==> config.mk <==
export PLATFORM = sky130hd
export DESIGN_NAME = box_plot_engine
export DESIGN_NICKNAME = d
export VERILOG_FILES = /design/src/rtl/box_plot_engine.sv
export SDC_FILE = /design/constraint.sdc
export NUM_CORES = 1
export LEC_CHECK = 0
export BUFFER_PORTS_ARGS = -buffer_cell sky130_fd_sc_hd__buf_2
export CORE_MARGIN = 4
export CORE_UTILIZATION = 45
export CTS_CLUSTER_DIAMETER = 60
export DETAILED_ROUTE_END_ITERATION = 6
export HOLD_SLACK_MARGIN = 0.15
export PLACE_DENSITY = 0.7
export REMOVE_ABC_BUFFERS = 1
export SLEW_MARGIN = 40
export SYNTH_ARGS = -nofsm -noshare
export SYNTH_HDL_FRONTEND = slang
export SYNTH_SLANG_ARGS = --single-unit
==> constraint.sdc <==
create_clock -name clk -period 2.5 [get_ports clk]
set_input_delay 0.125 -clock clk [delete_from_list [all_inputs] [get_ports clk]]
set_output_delay 0.125 -clock clk [all_outputs]
set_load 0.05 [all_outputs]
==> src/rtl/box_plot_engine.sv <==
// Rectangle rasteriser: latches a box request and walks its pixels in raster
// order, emitting one clipped plot request per cycle with back-pressure.
module box_plot_engine #(
  parameter int X_W      = 8,
  parameter int Y_W      = 7,
  parameter int SIZE_W   = 3,
  parameter int COLOR_W  = 3,
  parameter int X_MAX    = 160,
  parameter int Y_MAX    = 120,
  parameter int BG_COLOR = 0
) (
  input  logic               clk,
  input  logic               resetn,
  input  logic               start,
  input  logic [X_W-1:0]     xpos,
  input  logic [Y_W-1:0]     ypos,
  input  logic [SIZE_W-1:0]  w_m1,
  input  logic [SIZE_W-1:0]  h_m1,
  input  logic [COLOR_W-1:0] colour_in,
  input  logic               erase,
  input  logic               plot_ready,
  output logic [X_W-1:0]     x_out,
  output logic [Y_W-1:0]     y_out,
  output logic [COLOR_W-1:0] colour_out,
  output logic               plot,
  output logic               busy,
  output logic               done
);

  typedef enum logic [1:0] {
    ST_IDLE = 2'd0,
    ST_DRAW = 2'd1,
    ST_DONE = 2'd2
  } state_t;

  localparam logic [X_W:0]        X_LIM   = X_MAX[X_W:0];
  localparam logic [Y_W:0]        Y_LIM   = Y_MAX[Y_W:0];
  localparam logic [COLOR_W-1:0]  BG_COL  = BG_COLOR[COLOR_W-1:0];
  localparam logic [SIZE_W-1:0]   SZ_ONE  = {{(SIZE_W-1){1'b0}}, 1'b1};
  localparam logic [SIZE_W-1:0]   SZ_ZERO = {SIZE_W{1'b0}};

  state_t              state_r, state_s;
  logic [X_W-1:0]      x0_r, x0_s;
  logic [Y_W-1:0]      y0_r, y0_s;
  logic [SIZE_W-1:0]   wm_r, wm_s;
  logic [SIZE_W-1:0]   hm_r, hm_s;
  logic [SIZE_W-1:0]   cx_r, cx_s;
  logic [SIZE_W-1:0]   cy_r, cy_s;
  logic [COLOR_W-1:0]  col_r, col_s;

  logic [X_W:0]        xs_s;
  logic [Y_W:0]        ys_s;
  logic                in_bounds_s;
  logic                retire_s;

  // One extra bit keeps far-edge pixels from wrapping back on screen.
  assign xs_s        = {1'b0, x0_r} + {{(X_W+1-SIZE_W){1'b0}}, cx_r};
  assign ys_s        = {1'b0, y0_r} + {{(Y_W+1-SIZE_W){1'b0}}, cy_r};
  assign in_bounds_s = (xs_s < X_LIM) && (ys_s < Y_LIM);
  assign retire_s    = !in_bounds_s || plot_ready;

  assign x_out      = xs_s[X_W-1:0];
  assign y_out      = ys_s[Y_W-1:0];
  assign colour_out = col_r;
  assign plot       = (state_r == ST_DRAW) && in_bounds_s;
  assign busy       = (state_r == ST_DRAW);
  assign done       = (state_r == ST_DONE);

  // Next-state, request latch and raster counter advance.
  always_comb begin
    state_s = state_r;
    x0_s    = x0_r;
    y0_s    = y0_r;
    wm_s    = wm_r;
    hm_s    = hm_r;
    cx_s    = cx_r;
    cy_s    = cy_r;
    col_s   = col_r;
    case (state_r)
      ST_IDLE: begin
        if (start) begin
          x0_s    = xpos;
          y0_s    = ypos;
          wm_s    = w_m1;
          hm_s    = h_m1;
          col_s   = erase ? BG_COL : colour_in;
          cx_s    = SZ_ZERO;
          cy_s    = SZ_ZERO;
          state_s = ST_DRAW;
        end else begin
          state_s = ST_IDLE;
        end
      end
      ST_DRAW: begin
        if (retire_s) begin
          // Counters stay on the last pixel so the outputs hold after the box.
          if ((cx_r == wm_r) && (cy_r == hm_r)) begin
            state_s = ST_DONE;
          end else if (cx_r == wm_r) begin
            cx_s = SZ_ZERO;
            cy_s = cy_r + SZ_ONE;
          end else begin
            cx_s = cx_r + SZ_ONE;
          end
        end else begin
          state_s = ST_DRAW;
        end
      end
      ST_DONE: begin
        state_s = ST_IDLE;
      end
      default: begin
        state_s = ST_IDLE;
      end
    endcase
  end

  // State and datapath registers.
  always_ff @(posedge clk or negedge resetn) begin
    if (!resetn) begin
      state_r <= ST_IDLE;
      x0_r    <= {X_W{1'b0}};
      y0_r    <= {Y_W{1'b0}};
      wm_r    <= SZ_ZERO;
      hm_r    <= SZ_ZERO;
      cx_r    <= SZ_ZERO;
      cy_r    <= SZ_ZERO;
      col_r   <= {COLOR_W{1'b0}};
    end else begin
      state_r <= state_s;
      x0_r    <= x0_s;
      y0_r    <= y0_s;
      wm_r    <= wm_s;
      hm_r    <= hm_s;
      cx_r    <= cx_s;
      cy_r    <= cy_s;
      col_r   <= col_s;
    end
  end

endmodule

======== Word level (Yosys, flattened, before mapping) ========
Index checks and enable logic that the tools add are counted.
Widths: inputs -> output; s select.
operators by class
  magnitude comparators ................... 2
  add/sub/neg operators ................... 4
  equality and inequality tests ........... 9
  reductions and logical operators ........ 10
  multiplexer cells ....................... 14
operator list
  cell                 number
  $mux 3               8
  $pmux 3 s2           2
  $add 8x3->9          1
  $lt 9x8->1 const B   1
  $add 7x3->8          1
  $lt 8x7->1 const B   1
  $add 3x1->3 const B  2
  $eq 3x3->1           2
  $reduce_and 5->1     1
  $mux 2               2
  $ne 2x1->1 const B   2
  $ne 2x2->1 const B   2
  $pmux 2 s2           1
  $reduce_and 4->1     1
  $logic_and 1x1->1    3
  $ne 3x2->1 const B   1
  $eq 2x1->1 const B   1
  $eq 2x2->1 const B   1
  $logic_not 2->1      1
  $reduce_and 2->1     1
  $reduce_bool 2->1    1
  $logic_not 1->1      1
  $logic_or 1x1->1     1
  $mux 1               1
word-level totals
  output and inout port bits .............. 21
  word-level logic and storage cells ...... 47
  register bits ........................... 32
  bits of input ports ..................... 29

======== Logic depth before layout (Yosys ltp) ========
Gate-level depths: netlist (run 1).
  depth in word-level cells ............... 7
  gate-level depth with buffers ........... 10
  mapped depth without buffers ............ 9

======== Worst setup path after synthesis (run 1) ========
Ideal clock, no wire load.
  kind .................................... flip-flop to flip-flop
  from .................................... reg cx_r[0]
  to ...................................... reg cx_r[0]
  setup time .............................. 0.125 ns
  arrival ................................. 2.503 ns
  period minus slack after synthesis ...... 2.628 ns
  cell stages (with the launch flop) ...... 11
  path slack .............................. -0.128 ns
  cell sequence ........................... dfrtp_1 > ha_1 > inv_1 > fa_1 > nand2b_2 > a211oi_1 > a311oi_1 > and4b_1 > buf_6 > a21o_2 > mux2_2
on the way
  word-level cells in the longest chain between the ends .. 7
RTL lines
  what                               line  text
  start: declaration                 47    logic [SIZE_W-1:0] cx_r, cx_s;
  start signal: assignment           135   cx_r <= cx_s;
  $add 8x3->9                        57    assign xs_s = {1'b0, x0_r} + {{(X_W+1-SIZE_W){1'b0}}, cx_r};
  $lt 9x8->1                         59    assign in_bounds_s = (xs_s < X_LIM) && (ys_s < Y_LIM);
  $logic_and 1x1->1                  59
  $logic_not 1->1                    60    assign retire_s = !in_bounds_s || plot_ready;
  $logic_or 1x1->1                   60
  $ne 2x1->1 (no source line)        --
  $reduce_and 4->1 (no source line)  --
Several ways; a longest one is shown, not always the timed one. The select of a mux whose other input is x is not followed.
A chain may end at the register's enable or synchronous reset.

======== Final worst setup path (run 1) ========
  from .................................... reg cx_r[0]
  to ...................................... reg cx_r[2]
The elaborated chain is that of the path after synthesis.

==> reports/qor.csv, run 1 <==
stage,metric,value,unit
outcome,status,"finished, final reports clean",
placement,portBuffers,49,
critical_path,arrival,2.70,ns
timing,timing_hold_violations_final,0,
critical_path,worstSetupStartpointType,flop,
logic_synthesis,synth_edf_count,0,
clocking,tritoncts,built,
logic_synthesis,ys_seq_area_share,41.3,%
timing,final.period_utilization,99.8,%
placement,hpwl,2780,um
timing,fmax,0.401,GHz
floorplanning,dieArea,5420,um2
timing,finalSetupViolations,0,
logic_synthesis,synth_xor_area_share,7.69,%
timing,finalClockSkew,0.00518,ns
timing,min_period,2.49,ns
routing,antenna_left,0,
clocking,clk_pin_slew,0.06,ns
floorplanning,die_h,73.6,um
timing,setup_tns,0,ns
critical_path,path_cells,"ha_2, inv_2, fa_2, nand2b_4, a211oi_4, a311oi_2, and4b_2, or4b_1, o211ai_1",
hold_path,hold_path.class,input pin to asynchronous set/reset pin,
cells_and_area,diodes,0,
routing,dr.pass1.iters,4,
floorplanning,boundaryPins,50,
critical_path,cp_slowest_cell,or4b_1,
critical_path,cp-end-kind,flop,
logic_synthesis,muxShareOfSynthArea,11.0,%
cells_and_area,multi_input_area,1120,um2
global_route,grt_first_pass_wirelength,7180,um
clocking,insertion_delay,0.28,ns
critical_path,cp_num_buf_inv,1,
logic_synthesis,ys_async_sr_fraction,100,%
routing,drt_iter0_drc,35,
logic_synthesis,synthesis.area,1940,um2
routing,totalWireLength,4210,um
timing,rsz0062_at_grt,yes,
cells_and_area,fill_cells,319,
routing,via_per_inst,4.94,
logic_synthesis,synth_seq_cells,32,
critical_path,cp_top_family,simple AND/OR/NAND/NOR gates,
cells_and_area,mostFrequentLayoutCell,buf_2,
routing,wl_per_cell,12.8,um
logic_synthesis,yosys.area_share.simple,17.6,%
logic_synthesis,syn_inst,184,
logic_synthesis,synthFlopType,dfrtp_1,
cells_and_area,fin_nets,316,
clocking,root_buffer,clkbuf_8,
critical_path,crit_fanout,4,
clocking,cts_max_level,2,
cells_and_area,area_growth_syn_to_layout,44.1,%
logic_synthesis,yosys.area_share.adder,7.24,%
global_route,grt_remaining_overflow,0,
timing,slew_viol_final,0,
critical_path,slowest_delay,0.47,ns
routing,num_vias,1620,
clocking,cts_made_buffers,5,
logic_synthesis,ys_types,42,
clocking,clock_path_buffers,2,
critical_path,crit_required,2.70,ns
cells_and_area,final_layout_size_suffix_gt1_share,39.6,%
logic_synthesis,synth_top_family_by_area,simple AND/OR/NAND/NOR gates,
critical_path,path_class,flop to flop,
global_route,grtUsageTotal,17.0,%
global_route,grt_pass1_vias,1636,
routing,drc_errors,0,
logic_synthesis,syn_area_per_cell,10.5,um2
run,cap_viol_max_count,0,
floorplanning,core,4090,um2
cells_and_area,layout_common_cells,"buf_2, dfrtp_1, dlygate4sd3_1, mux2_2, buf_4",
cells_and_area,regArea,801,um2
global_route,grt_antenna_before_repair,0,
floorplanning,start_util,47.4,%
logic_synthesis,synth-compound-area-share,10.8,%
logic_synthesis,yosysWarnings,0,
timing,worst_pin_slew,0.694,ns
floorplanning,rows,23,
clocking,cts.sinks,32,
floorplanning,die_w,73.6,um
timing,relSlewSlack,53.7,%
global_route,grt_max_degree,33,
placement,routabilityCongestion,0.776,
## worst register-to-register path, delay by kind of cell (launching register included)
kind / cells / cell delay, ns
DFF: 1 / 0.36
adders and majority gates: 2 / 0.52
AOI/OAI and AO/OA: 3 / 0.59
and+or+nand+nor: 3 / 0.93
buffers and inverters: 1 / 0.04
## metrics by stage
step                      instance area, um2  hold WS (ns)  worst slack (ns)  cells  util, %
after global placement                  2310         0.218            0.0181    289     56.5
after floorplan                         1910        -0.171            -0.439    178        -
final                                   2790         0.417           0.00500    328     68.3
after CTS                               2720         0.443           0.00601    326     66.5
after global routing                    2790         0.493           -0.0947    328     68.3
after detailed placement                2310         0.220           -0.0901    289     56.5
## layout make-up
class / instances / share of cell area (%)
flip-flops and latches: 32 / 28.7
inverters: 14 / 1.88
repair buffers: 92 / 23.2
clock inverters: 2 / 1.26
multi-input cells: 132 / 40.1
clock buffers: 6 / 2.60
well taps: 50 / 2.24
## what timing repair did
| action | in CTS | in global routing |
|---|---|---|
| endpoints found under the setup margin | 3 | 10 |
| hold buffers | 28 | 0 |
| setup buffers | 1 | 2 |
| hold endpoints to repair | 56 | 0 |
| resized for setup | 3 | 15 |
| pin swaps | 2 | 9 |
## final timing paths
check | from | to | slack [ns] | cells past startpoint
setup / recovery | cx_r[0]$_DFFE_PN0P_ | cx_r[2]$_DFFE_PN0P_ | 0.005 | 9
hold / removal | resetn | y0_r[4]$_DFFE_PN0P_ | 0.42 | 2
setup reg to reg | cx_r[0]$_DFFE_PN0P_ | cx_r[2]$_DFFE_PN0P_ | 0.005 | 9
hold reg to reg | y0_r[0]$_DFFE_PN0P_ | y0_r[0]$_DFFE_PN0P_ | 0.52 | 1
max in group asynchronous | resetn | cx_r[0]$_DFFE_PN0P_ | 1.63 | 2
min in group clk | plot_ready | state_r[1]$_DFFE_PN0P_ | 0.47 | 4
## flip-flops by register name (all words and copies together) (netlist names)
signal      count
cy_r            3
y0_r            7
x0_r            8
state_r         2
colour_out      3
wm_r            3
cx_r            3
hm_r            3
## synth_stat cells (all sizes together) (2+ instances only)
cell / instances / area, um2
dfrtp: 32 / 801
nand3b: 6 / 45.0
inv: 13 / 48.8
nor2b: 4 / 25.0
nor3: 5 / 41.3
mux2: 19 / 214
a21oi: 3 / 15.0
nor2: 7 / 26.3
a211oi: 3 / 27.5
o211ai: 6 / 45.0
ha: 8 / 100
nand2b: 3 / 21.3
nand2: 16 / 62.6
xor2: 9 / 78.8
o21ai: 9 / 45.0
clkbuf: 5 / 18.8
and4b: 2 / 20.0
nor3b: 2 / 15.0
a21o: 2 / 16.3
nor4: 2 / 12.5
xnor2: 8 / 70.1
nand3: 3 / 15.0
or3: 4 / 30.0
fa: 2 / 40.0
## logic make-up (layout without fill, tap and decap cells)
group                      after synthesis  count (layout)
buffers and inverters                   20             114
xor gates and xnor gates                17              17
adders and majority gates               10              10
and+or+nand+nor                         57              57
AOI/OAI and AO/OA                       29              29
DFF                                     32              32
muxes                                   19              19
## routing by layer
| metal | wire (um) | global-route usage [%] | up-vias |
|---|---|---|---|
| met5 | 0 | 0 | - |
| met4 | 14 | 3.02 | 0 |
| met3 | 260 | 6.02 | 4 |
| met2 | 2050 | 28.7 | 44 |
| met1 | 1880 | 21.2 | 742 |
| li1 | - | - | 830 |
Power of run 1 is left out: the tool's default activity adds up to more than one toggle a clock period on the data nets, which glitch-free logic cannot reach.
==> run 2: changes to the inputs <==
Settings changed: ABC_AREA set to 1.
==> run 2 against run 1 <==
  * Critical path depth rose by 6
  * Via count rose by 12%
  * Synthesized area rose by 2.0%
  * Sequential share of layout area rose by 0.72 points
  * Sequential cell count did not move
  * Cell count rose by 17%
  * Design area fell by 2.3%
  * Largest cell class unchanged
  * Highest routed layer unchanged
==> reports/qor.csv, run 2 <==
stage,metric,value,unit,change
critical_path,reg2reg_to,cy_r[1]$_DFFE_PN0P_,,
global_route,grt_remaining_overflow,0,,unchanged
routing,drt_iter0_drc,44,,+26%
critical_path,worstSetupStartpointType,flop,,
floorplanning,die_w,74.3,um,+0.89%
critical_path,regToRegSetupSlack,0.33,ns,+0.32 ns
cells_and_area,mostFrequentLayoutCell,nand2_1,,
clocking,cts_max_level,2,,unchanged
logic_synthesis,ys_seq_area_share,40.5,%,-0.81 points
logic_synthesis,ys_async_sr_fraction,100,%,unchanged
global_route,grtUsageTotal,17.9,%,+0.81 points
critical_path,path_class,flop to output port,,
hold_path,whs_path_depth,5,,
clocking,root_buffer,clkbuf_8,,
placement,routabilityCongestion,0.845,,+8.8%
routing,antenna_left,0,,unchanged
clocking,cts.sinks,32,,unchanged
hold_path,hold_path.class,input pin to flop,,
logic_synthesis,synth.most_common_cell,nand2_1,,
floorplanning,boundaryPins,50,,unchanged
global_route,grt_antenna_before_repair,0,,unchanged
floorplanning,core,4120,um2,+0.70%
hold_path,hold_end,state_r[1]$_DFFE_PN0P_,,
timing,relSlewSlack,63.5,%,+9.7 points
logic_synthesis,synth.area.top_cells,"dfrtp_1, nand2_1, inv_1",,
cells_and_area,largest_register_ffs,8,,unchanged
timing,finalSetupViolations,0,,unchanged
logic_synthesis,synthFlopType,dfrtp_1,,
logic_synthesis,synth_top_area_share,40.5,%,-0.81 points
routing,totalWireLength,4400,um,+4.6%
clocking,tritoncts,built,,
logic_synthesis,synth_area_leader_cell,dfrtp_1,,
floorplanning,start_util,48.0,%,+0.61 points
timing,fmax,0.427,GHz,+6.6%
power,p_leak,1.44,nW,
timing,worst_pin_slew,0.548,ns,-0.146 ns
floorplanning,dieArea,5510,um2,+1.8%
critical_path,reg2reg_from,cx_r[0]$_DFFE_PN0P_,,
clocking,clock_path_buffers,2,,unchanged
cells_and_area,diodes,0,,unchanged
logic_synthesis,synthesis.area,1980,um2,+2.0%
cells_and_area,final_layout_size_suffix_gt1_share,29.9,%,-9.6 points
power,power-per-cell-area,1460,nW/um2,
cells_and_area,largest-register,x0_r,,
logic_synthesis,ys_types,27,,-36%
routing,drc_errors,0,,unchanged
power,vdd_drop_max,1.04,mV,
placement,hpwl,3060,um,+9.8%
global_route,grt_first_pass_wirelength,7580,um,+5.6%
routing,wl_per_cell,11.5,um,-11%
routing,via_per_inst,4.73,,-4.3%
floorplanning,die_h,74.3,um,+0.89%
clocking,clk_pin_slew,0.07,ns,about the same
critical_path,critical_path.most_common_cell,nand2_2,,
logic_synthesis,yosysWarnings,0,,unchanged
critical_path,crit_fanout,3,,-1
cells_and_area,area_growth_syn_to_layout,38.0,%,
timing,slew_viol_final,0,,unchanged
timing,final.period_utilization,93.6,%,-6.2 points
timing,min_period,2.34,ns,-0.154 ns
logic_synthesis,syn_area_per_cell,7.97,um2,-24%
critical_path,crit_required,2.38,ns,-0.32 ns
logic_synthesis,syn_inst,248,,+35%
logic_synthesis,synth_top_cells_by_count,"nand2_1, dfrtp_1, inv_1",,
logic_synthesis,synth_seq_cells,32,,unchanged
critical_path,arrival,2.22,ns,-0.48 ns
critical_path,path_cells,"ha_4, inv_1, fa_2, inv_2, nand2_1, nand2_2, nand3_2, nand2_2, inv_2, nand2_2, nor2_2, nor2_4, nand2_2, nor2_4, buf_8",,
cells_and_area,reg.largest.list,"x0_r: 8 flops, y0_r: 7 flops",,
timing,timing_hold_violations_final,0,,unchanged
placement,portBuffers,49,,unchanged
global_route,grt_max_degree,33,,unchanged
logic_synthesis,synth_edf_count,0,,unchanged
critical_path,cp_slowest_cell,dfrtp_2,,
routing,num_vias,1815,,+12%
routing,dr.pass1.iters,4,,unchanged
cells_and_area,fin_nets,372,,+18%
floorplanning,rows,23,,unchanged
timing,hold_ws,0.262,ns,-0.154 ns
cells_and_area,layout_common_cells,"nand2_1, buf_2, dfrtp_1, dlygate4sd3_1, inv_1",,
critical_path,slowest_delay,0.39,ns,-0.08 ns
placement,place_area,2280,um2,-1.3%
hold_path,worstHoldStart,plot_ready,,
run,cap_viol_max_count,0,,unchanged
outcome,status,"finished, final reports clean",,
critical_path,cp-end-kind,output port,,
cells_and_area,stdcell_area,2730,um2,-2.3%
global_route,grt_pass1_vias,1756,,+7.3%
timing,finalClockSkew,0.00506,ns,-0.000120 ns
clocking,insertion_delay,0.28,ns,about the same
clocking,cts_made_buffers,5,,unchanged
critical_path,rr_worst_depth,16,,+7
## run 2: through the flow
stage          std cells  util [%]  setup WS (ns)  setup TNS [ns]  power (mW)
2_1_floorplan        243         -        -0.0294         -0.0294        2.93
3_3_place_gp         344      55.4          0.252               0        3.42
3_5_place_dp         344      55.4          0.200               0        3.43
4_1_cts              381      64.8        0.00723               0        3.93
5_1_grt              384      66.3       -0.00809        -0.00809        4.30
6_report             384      66.3          0.159               0        3.99
## run 2: timing repair
item,4_1_cts,5_1_grt
hold endpoints to repair,56,0
endpoints found under the setup margin,1,1
buffers inserted,1,3
pin swaps,0,7
resized for setup,3,10
hold buffers,28,0
## run 2: worst max-delay path: cells and delay by family, from the launching register on
family                   cells  cell delay (ns)
buffers and inverters        4             0.31
AND/OR/NAND/NOR              9             0.71
flip-flops                   1             0.39
adder cells (fa/ha/maj)      2             0.50
## run 2: cell families (layout without fill, tap and decap cells)
kind of cell | after synthesis | in the layout | share of synthesized area [%]
AND/OR/NAND/NOR | 141 | 141 | 35.4
AO/OA/AOI/OAI | 16 | 16 | 4.37
flip-flops | 32 | 32 | 40.5
adder cells (fa/ha/maj) | 10 | 10 | 7.09
buffers and inverters | 36 | 122 | 6.84
XOR/XNOR | 13 | 13 | 5.76
## run 2: layer usage
metal	share of wire [%]	up-vias	wire, um	global-route usage [%]
li1	-	944	-	-
met1	48	826	2110	22.9
met2	46	40	2030	29.6
met3	4.7	5	208	4.05
met4	1.1	0	50	6.52
met5	0	-	0	0
## run 2: worst max path at each step
stage                                   start   end  slack, ns  depth (start not counted)
after floorplan           cy_r[0]$_DFFE_PN0P_  plot      -0.03                         14
after global placement    cy_r[0]$_DFFE_PN0P_  plot       0.25                         15
after detailed placement  cy_r[0]$_DFFE_PN0P_  plot       0.20                         15
after CTS                 cx_r[0]$_DFFE_PN0P_  plot      0.007                         13
after global routing      y0_r[0]$_DFFE_PN0P_  plot     -0.008                         15
final                     cy_r[0]$_DFFE_PN0P_  plot       0.16                         15
## run 2: report_power, final
group | switching (mW) | leakage (nW) | internal (mW)
clock | 0.193 | 0.0510 | 0.220
combinational | 1.79 | 0.984 | 0.818
sequential | 0.210 | 0.400 | 0.759
total | 2.19 | 1.44 | 1.80
## run 2: area by class of cell
cell class / instances / area [um2]
sequential: 32 / 802
fill: 357 / 1390
inverter: 31 / 116
timing repair buffer: 83 / 583
multi-input combinational: 180 / 1070
clock inverter: 2 / 10.0
clock buffer: 6 / 82.6
tap: 50 / 62.6
Note: power is estimated with default switching activity, not from simulation.
